--- config.mk ---
export PLATFORM = sky130hd
export DESIGN_NAME = round_timer
export DESIGN_NICKNAME = d
export VERILOG_FILES = /design/src/rtl/round_timer.sv
export SDC_FILE = /design/constraint.sdc
export NUM_CORES = 1
export LEC_CHECK = 0
export ABC_CLOCK_PERIOD_IN_PS = 3300
export CORE_UTILIZATION = 50
export CTS_CLUSTER_SIZE = 16
export DETAILED_ROUTE_END_ITERATION = 10
export PLACE_DENSITY = 0.79
export RECOVER_POWER = 25
export SYNTH_ARGS = -nofsm -noshare
export SYNTH_HDL_FRONTEND = slang
export SYNTH_SLANG_ARGS = --single-unit
--- constraint.sdc ---
create_clock -name clk_i -period 3.3 [get_ports clk_i]
set_input_delay 0.33 -clock clk_i [delete_from_list [all_inputs] [get_ports clk_i]]
set_output_delay 0.33 -clock clk_i [all_outputs]
set_load 0.02 [all_outputs]
--- src/rtl/round_timer.sv ---
// round_timer: one-round game timer built around a one-second prescaler.
//
// A round runs while start_i is held high. Every CLK_FREQ cycles in RUN the
// elapsed-seconds count advances by one and sec_tick_o pulses. When the count
// reaches ROUND_LEN the timer parks in DONE with round_done_o pulsed once, and
// it waits there until start_i is seen low before a new round can begin.
//
// Parameters:
//   CLK_FREQ   clock cycles per one-second tick (2 .. 2**26)
//   ROUND_LEN  round length in seconds (1 .. 31)
// Ports:
//   clk_i           single clock, rising edge
//   rst_i           synchronous active-high reset
//   start_i         round-enable level; low aborts a running round
//   elasped_time_o  whole seconds elapsed in the current round (registered)
//   time_left_o     ROUND_LEN - elasped_time_o (registered, same cycle)
//   sec_tick_o      one-cycle pulse on each second boundary while running
//   running_o       high while in RUN
//   round_done_o    one-cycle pulse when elasped_time_o reaches ROUND_LEN
module round_timer #(
  parameter int unsigned CLK_FREQ  = 50000000,
  parameter int unsigned ROUND_LEN = 30
) (
  input  logic       clk_i,
  input  logic       rst_i,
  input  logic       start_i,
  output logic [4:0] elasped_time_o,
  output logic [4:0] time_left_o,
  output logic       sec_tick_o,
  output logic       running_o,
  output logic       round_done_o
);

  localparam int unsigned    PreW     = (CLK_FREQ > 1) ? $clog2(CLK_FREQ) : 1;
  localparam logic [PreW-1:0] PreMax  = PreW'(CLK_FREQ - 1);
  localparam logic [4:0]     RoundLen = 5'(ROUND_LEN);

  typedef enum logic [1:0] {StIdle, StRun, StDone} state_e;

  state_e            state_q;
  logic [PreW-1:0]   pre_q;
  logic [4:0]        elapsed_q;
  logic [4:0]        time_left_q;
  logic              sec_tick_q;
  logic              running_q;
  logic              round_done_q;

  logic [4:0]        elapsed_inc;

  // Only used on a wrap in RUN, where elapsed_q < ROUND_LEN, so no overflow.
  assign elapsed_inc = elapsed_q + 5'd1;

  always_ff @(posedge clk_i) begin
    if (rst_i) begin
      state_q      <= StIdle;
      pre_q        <= '0;
      elapsed_q    <= '0;
      time_left_q  <= RoundLen;
      sec_tick_q   <= 1'b0;
      running_q    <= 1'b0;
      round_done_q <= 1'b0;
    end else begin
      // Pulses default low; only the wrap branch in RUN raises them.
      sec_tick_q   <= 1'b0;
      round_done_q <= 1'b0;
      unique case (state_q)
        StIdle: begin
          pre_q       <= '0;
          elapsed_q   <= '0;
          time_left_q <= RoundLen;
          if (start_i) begin
            state_q   <= StRun;
            running_q <= 1'b1;
          end
        end
        StRun: begin
          if (!start_i) begin
            // Abort beats a coinciding second boundary.
            state_q     <= StIdle;
            running_q   <= 1'b0;
            pre_q       <= '0;
            elapsed_q   <= '0;
            time_left_q <= RoundLen;
          end else if (pre_q == PreMax) begin
            pre_q       <= '0;
            sec_tick_q  <= 1'b1;
            elapsed_q   <= elapsed_inc;
            time_left_q <= RoundLen - elapsed_inc;
            if (elapsed_inc == RoundLen) begin
              state_q      <= StDone;
              running_q    <= 1'b0;
              round_done_q <= 1'b1;
            end
          end else begin
            pre_q <= pre_q + PreW'(1);
          end
        end
        StDone: begin
          pre_q <= '0;
          // Clearing here keeps a stale ROUND_LEN from ending the next round.
          if (!start_i) begin
            state_q     <= StIdle;
            elapsed_q   <= '0;
            time_left_q <= RoundLen;
          end
        end
        default: begin
          state_q   <= StIdle;
          running_q <= 1'b0;
        end
      endcase
    end
  end

  assign elasped_time_o = elapsed_q;
  assign time_left_o    = time_left_q;
  assign sec_tick_o     = sec_tick_q;
  assign running_o      = running_q;
  assign round_done_o   = round_done_q;

endmodule

==> impl_metrics.ini, run 1 <==
[sta]
fmax_mhz = 455
fin_crit_sh_pct = 66.6
hold-worst-slack_ps = 474
worst_pin_slew_ps = 638
period_needed_ps = 2200
skew_ps = 6.21
hold_viol = 0
maxSlewViolCount = 0
rsz0062_at_grt = no
max-slew-margin-rel_pct = 57.3
final-setup-viol-count = 0
tns_ps = 0

[floorplanning]
initial_utilization_pct = 53.0
coreArea_um2 = 4440
die_h_um = 70.6
io_pins = 16
num_rows = 24
die_x_um = 70.6
dieArea_um2 = 4990

[global_route]
grt_overflow = 0
antenna_found_initial = 0
grt_usage_pct = 23.7
grt_pass1_wl_um = 9490
grt_max_degree = 27
grt_pass1_vias = 2051

[critical_path]
end_kind = flip-flop
crit_family = simple AND/OR/NAND/NOR gates
cp_num_buf_inv = 1
cp_max_fo = 6
critPathSlowestCell = nor4_2
path_cells = ha_1 -> inv_1 -> nor4_2 -> nand4_1 -> nor4_1 -> o21bai_1
critical-path-max-stage-delay_ps = 560
critPathKind = reg -> reg
r2r_start = pre_q[0]$_SDFFE_PP0P_
arrival_ps = 2420
crit_path_start_kind = flip-flop
worstPathRequired_ps = 3520
ff2ff_path_depth = 6
rrSetupSlack_ps = 1100
regToRegEndpoint = pre_q[24]$_SDFFE_PP0P_

[power_and_ir_drop]
power_uw = 987
ir_drop_mv = 0.232
p_per_area_nw_per_um2 = 375
p_leak_uw = 0.000840

[logic_synthesis]
synth_edf_count = 0
synth_area_leaders = dfxtp_1 34%, a31oi_1 5.6%, nand2_1 4.0%
synth.top_cell.area_share_pct = 34.0
syn_nets = 304
synth_cell_types = 50
yosysSeqAreaShare_pct = 34.0
synth_warnings = 0
yosysTopAreaCell = dfxtp_1
avgSynthCellArea_um2 = 7.93
synthArstFlopShare_pct = 0
ys.flop_type = dfxtp_1
ys_ff_latch = 40
yosysMostFrequentCell = dfxtp_1
synthCells = 297
synth_area_um2 = 2360
yosys-top-cells-count = 40 x dfxtp_1, 25 x nand2_1, 21 x a31oi_1

[final_layout]
fin_cells = 354
multi_input_area_um2 = 1390
fin_nets = 309
seq_area_um2 = 801
drive_above_1_share_pct = 6.29
syn_to_final_growth_pct = 11.8
diodes = 0
num-fill-cells = 410

[clock_network]
post_cts_resized = 0
cts_num_sinks = 40
clk_pin_slew_ps = 80
cts_tree = done
insertion_delay_ps = 300
cts_max_level = 2
clk_path_buf_depth = 2
cts_root_buf = clkbuf_8
cts_buffers = 5
cts_hold_buf = 0
post-cts-setup-buffers = 0

[worst_hold_path]
hold_class = reg -> reg
min_to = pre_q[21]$_SDFFE_PP0P_
holdPathStages = 1
hp-start = pre_q[21]$_SDFFE_PP0P_

[drt]
drtPass1Iterations = 5
drc = 0
vias_per_cell = 6.50
ant_nets = 0
vias = 2301
drt_iter0_drc = 192
wire_per_inst_um = 16.1
finalWirelength_um = 5700

[place]
portBuffers = 15
dp_hpwl_um = 3920
gp_congestion = 0.888
place_inst = 347

[status]
outcome = complete, no violations

[flow_run]
maxCapViolCount = 0
power by group:
group	switching, uW	internal, uW
registers	3.08	484
clock network	174	298
logic	17.9	9.95
layout make-up:
cell class / instances / area share, %
tap: 52 / 2.47
sequential: 40 / 30.4
timing repair buffer: 20 / 7.13
inverter: 16 / 2.28
multi-input combinational: 219 / 52.8
clock buffer: 5 / 2.61
clock inverter: 2 / 2.28
flip-flops by register name, indices dropped and copies added (netlist names):
register and flops:
sec_tick_o 1, pre_q 26, state_q 2, round_done_o 1, running_o 1, time_left_o 4
elasped_time_o 5
per-stage QoR:
| stage | util [%] | area, um^2 | worst slack [ps] |
|---|---|---|---|
| 6_report | 59.3 | 2630 | 1100 |
| 5_1_grt | 59.3 | 2630 | 945 |
| 4_1_cts | 59.3 | 2630 | 1170 |
| 3_5_place_dp | 56.4 | 2500 | 893 |
| 3_3_place_gp | 56.4 | 2500 | 929 |
| 2_1_floorplan | - | 2360 | 1240 |
routing by layer:
layer  vias to the layer above  track usage (%)  part of all wire, %
li1                       1113                -                    -
met1                      1097             31.8                   48
met2                        79             36.5                   45
met3                        12             6.70                  5.9
met4                         0             8.67                  1.6
met5                         -                0                    0
cells in the final DEF (no fill, tap or decap), types with 3 or more instances in the layout:
cell type and instances:
nand3_1 18, nor2_1 18, nor3_1 9, o21ai_0 11, nand2_1 25, a31oi_1 21, ha_1 4, nor4_1 8
and4_1 6, dfxtp_1 40, nand4_1 7, and3_1 4, o211ai_1 4, xnor2_1 4, a21oi_1 12, clkbuf_8 5
clkdlybuf4s50_1 5, and2_1 6, nor4b_1 3, buf_4 5, xor2_1 4, or4_1 3, inv_1 16, or3_1 7
o21bai_1 7, a32oi_1 5, o21a_1 4, nor4_2 5, dlygate4sd3_1 10
worst max-delay path by stage:
stage          slack, ps  cells past startpoint                            from                             end
3_5_place_dp         890                      7                           rst_i  elasped_time_o[3]$_SDFFE_PP0P_
4_1_cts             1170                      6           pre_q[0]$_SDFFE_PP0P_          pre_q[24]$_SDFFE_PP0P_
6_report            1100                      6           pre_q[0]$_SDFFE_PP0P_          pre_q[24]$_SDFFE_PP0P_
5_1_grt              950                      6           pre_q[0]$_SDFFE_PP0P_          pre_q[24]$_SDFFE_PP0P_
2_1_floorplan       1240                      7  elasped_time_o[0]$_SDFFE_PP0P_     time_left_o[3]$_SDFFE_PP1P_
3_3_place_gp         930                      7                           rst_i  elasped_time_o[3]$_SDFFE_PP0P_
cells by family (layout without fill, tap and decap cells):
| logic type | count (synthesis) | after routing | synth area share [%] |
|---|---|---|---|
| simple gates | 126 | 126 | 30.5 |
| compound gates | 79 | 79 | 22.6 |
| flops | 40 | 40 | 34.0 |
| buf+inv | 38 | 43 | 6.96 |
| xor+xnor | 8 | 8 | 2.97 |
| fa+ha+maj | 4 | 4 | 2.12 |
| mux | 2 | 2 | 0.850 |
worst reg2reg max path, stage by stage, from the launching register on:
cell and delay [ps]:
dfxtp_1 390, ha_1 300, inv_1 160, nor4_2 560, nand4_1 230, nor4_1 290, o21bai_1 180
No activity file was read; power rests on OpenSTA's default activity.
==> run 2: changes to the inputs <==
Settings changed: ABC_CLOCK_PERIOD_IN_PS 3300 to 2100.
Clock period 3.3 ns to 2.1 ns, I/O delays scaled along.
==> impl_metrics.ini, run 2 (synthesized netlist as in run 1, its figures left out) <==
[worst_hold_path]
hold_class = reg -> reg

[drt]
vias_per_cell = 6.46
finalWirelength_um = 5970
drtPass1Iterations = 5
wire_per_inst_um = 16.0
drt_iter0_drc = 212
ant_nets = 0
drc = 0
vias = 2410

[floorplanning]
dieArea_um2 = 4990
coreArea_um2 = 4440
die_x_um = 70.6
io_pins = 16
die_h_um = 70.6
initial_utilization_pct = 53.0
num_rows = 24

[final_layout]
top_register = pre_q
final_cell_mix = 40 x dfxtp_1, 25 x nand2_1, 23 x buf_4, 21 x a31oi_1
utilization_pct = 61.7
diodes = 0
final_common_cell = dfxtp_1
syn_to_final_growth_pct = 16.5
fin_nets = 327
num-fill-cells = 405
largest_reg_flops = 26
fin_area_um2 = 2740
drive_above_1_share_pct = 12.5

[critical_path]
critPathLaunch = pre_q[18]$_SDFFE_PP0P_
r2r_start = pre_q[18]$_SDFFE_PP0P_
critPathSlowestCell = or3_1
path_cells = nor4b_2 -> nand3_1 -> or3_4 -> or3_1 -> a21o_1
critPathCapture = time_left_o[3]$_SDFFE_PP1P_
regToRegEndpoint = time_left_o[3]$_SDFFE_PP1P_
crit_cells = 5
cp_max_fo = 7
critical-path-max-stage-delay_ps = 400
arrival_ps = 2160
end_kind = flip-flop
crit_family = simple AND/OR/NAND/NOR gates
worstPathRequired_ps = 2300
cp_num_buf_inv = 0
critPathKind = reg -> reg
rrSetupSlack_ps = 130
crit_path_start_kind = flip-flop
ff2ff_path_depth = 5

[status]
outcome = complete, no violations

[flow_run]
maxCapViolCount = 0

[power_and_ir_drop]
share_seq_of_total_power_pct = 56.2
intPower_uw = 1050
clock_power_share_pct = 39.7
ir_drop_mv = 0.373
p_per_area_nw_per_um2 = 495
p_sw_uw = 312
comb_power_share_pct = 4.1
swShare_pct = 22.9
p_leak_uw = 0.000924

[clock_network]
cts_max_level = 2
clk_pin_slew_ps = 80
insertion_delay_ps = 300
cts_tree = done
cts_num_sinks = 40
post-cts-setup-buffers = 0
cts_root_buf = clkbuf_8
cts_buffers = 5
clk_path_buf_depth = 2

[global_route]
grt_pass1_vias = 2142
grt_max_degree = 18
antenna_found_initial = 0
grt_overflow = 0
grt_pass1_wl_um = 10300
grt_usage_pct = 25.6

[sta]
hold_viol = 0
fmax_mhz = 508
skew_ps = 5.27
maxSlewViolCount = 0
tns_ps = 0
period_needed_ps = 1970
max-slew-margin-rel_pct = 69.9
worst_pin_slew_ps = 452
rsz0062_at_grt = no
final-setup-viol-count = 0
fin_crit_sh_pct = 93.7

[place]
dp_hpwl_um = 4250
place_area_um2 = 2630
gp_congestion = 0.884
portBuffers = 15
run 2: changes by cell type in the layout (fill, tap and decap cells not counted):
cell,before,now
bufinv_16,2,0
or3_1,7,6
or3_4,0,1
clkinv_2,0,2
nor4b_2,0,1
buf_4,5,23
clkbuf_8,5,6
nor4b_1,3,2
run 2: repair_timing:
item,4_1_cts,5_1_grt
setup endpoints to repair,0,3
hold buffers,0,0
resized for setup,0,2
hold endpoints to repair,0,0
run 2: per-stage QoR:
step,cells,hold slack [ps],total power (uW),worst slack [ps]
floorplan,297,380,812,43.7
global placement,364,457,835,103
detailed placement,364,465,836,23.1
CTS,372,476,1370,61.2
global route,373,519,1410,34.8
finish,373,482,1360,133
run 2: layer usage:
layer	wire length (um)	up-vias	track usage (%)
li1	-	1163	-
met2	2750	98	38.9
met5	0	-	0
met3	394	16	4.13
met4	127	0	11.3
met1	2690	1133	35.9
run 2: worst register-to-register path, cell delays in order (launching register included):
cell and delay [ps]:
dfxtp_1 390, nor4b_2 360, nand3_1 150, or3_4 380, or3_1 400, a21o_1 180
run 2: worst min-delay path by stage:
stage	startpoint	to	slack, ps	cells after the start
6_report	pre_q[21]$_SDFFE_PP0P_	pre_q[21]$_SDFFE_PP0P_	480	1
5_1_grt	pre_q[21]$_SDFFE_PP0P_	pre_q[21]$_SDFFE_PP0P_	520	1
4_1_cts	pre_q[21]$_SDFFE_PP0P_	pre_q[21]$_SDFFE_PP0P_	480	1
3_5_place_dp	pre_q[21]$_SDFFE_PP0P_	pre_q[21]$_SDFFE_PP0P_	460	1
3_3_place_gp	pre_q[21]$_SDFFE_PP0P_	pre_q[21]$_SDFFE_PP0P_	460	1
2_1_floorplan	start_i	state_q[1]$_SDFFE_PP0P_	380	1
run 2: area by class of cell:
cell class | instances | area (um^2) | share of cell area, %
sequential | 40 | 801 | 29.2
clock buffer | 6 | 82.6 | 3.01
timing repair buffer | 38 | 323 | 11.8
inverter | 16 | 60.1 | 2.19
multi-input combinational | 219 | 1400 | 51.1
clock inverter | 2 | 10.0 | 0.365
tap | 52 | 65.1 | 2.37
run 2: power by group through the flow:
| stage | clock [uW] | sequential (uW) | combinational (uW) |
|---|---|---|---|
| finish | 539 | 763 | 55.6 |
| global route | 584 | 764 | 60.7 |
| CTS | 548 | 763 | 55.7 |
| detailed placement | 0 | 781 | 55.3 |
| global placement | 0 | 781 | 54.3 |
| floorplan | 0 | 783 | 28.8 |
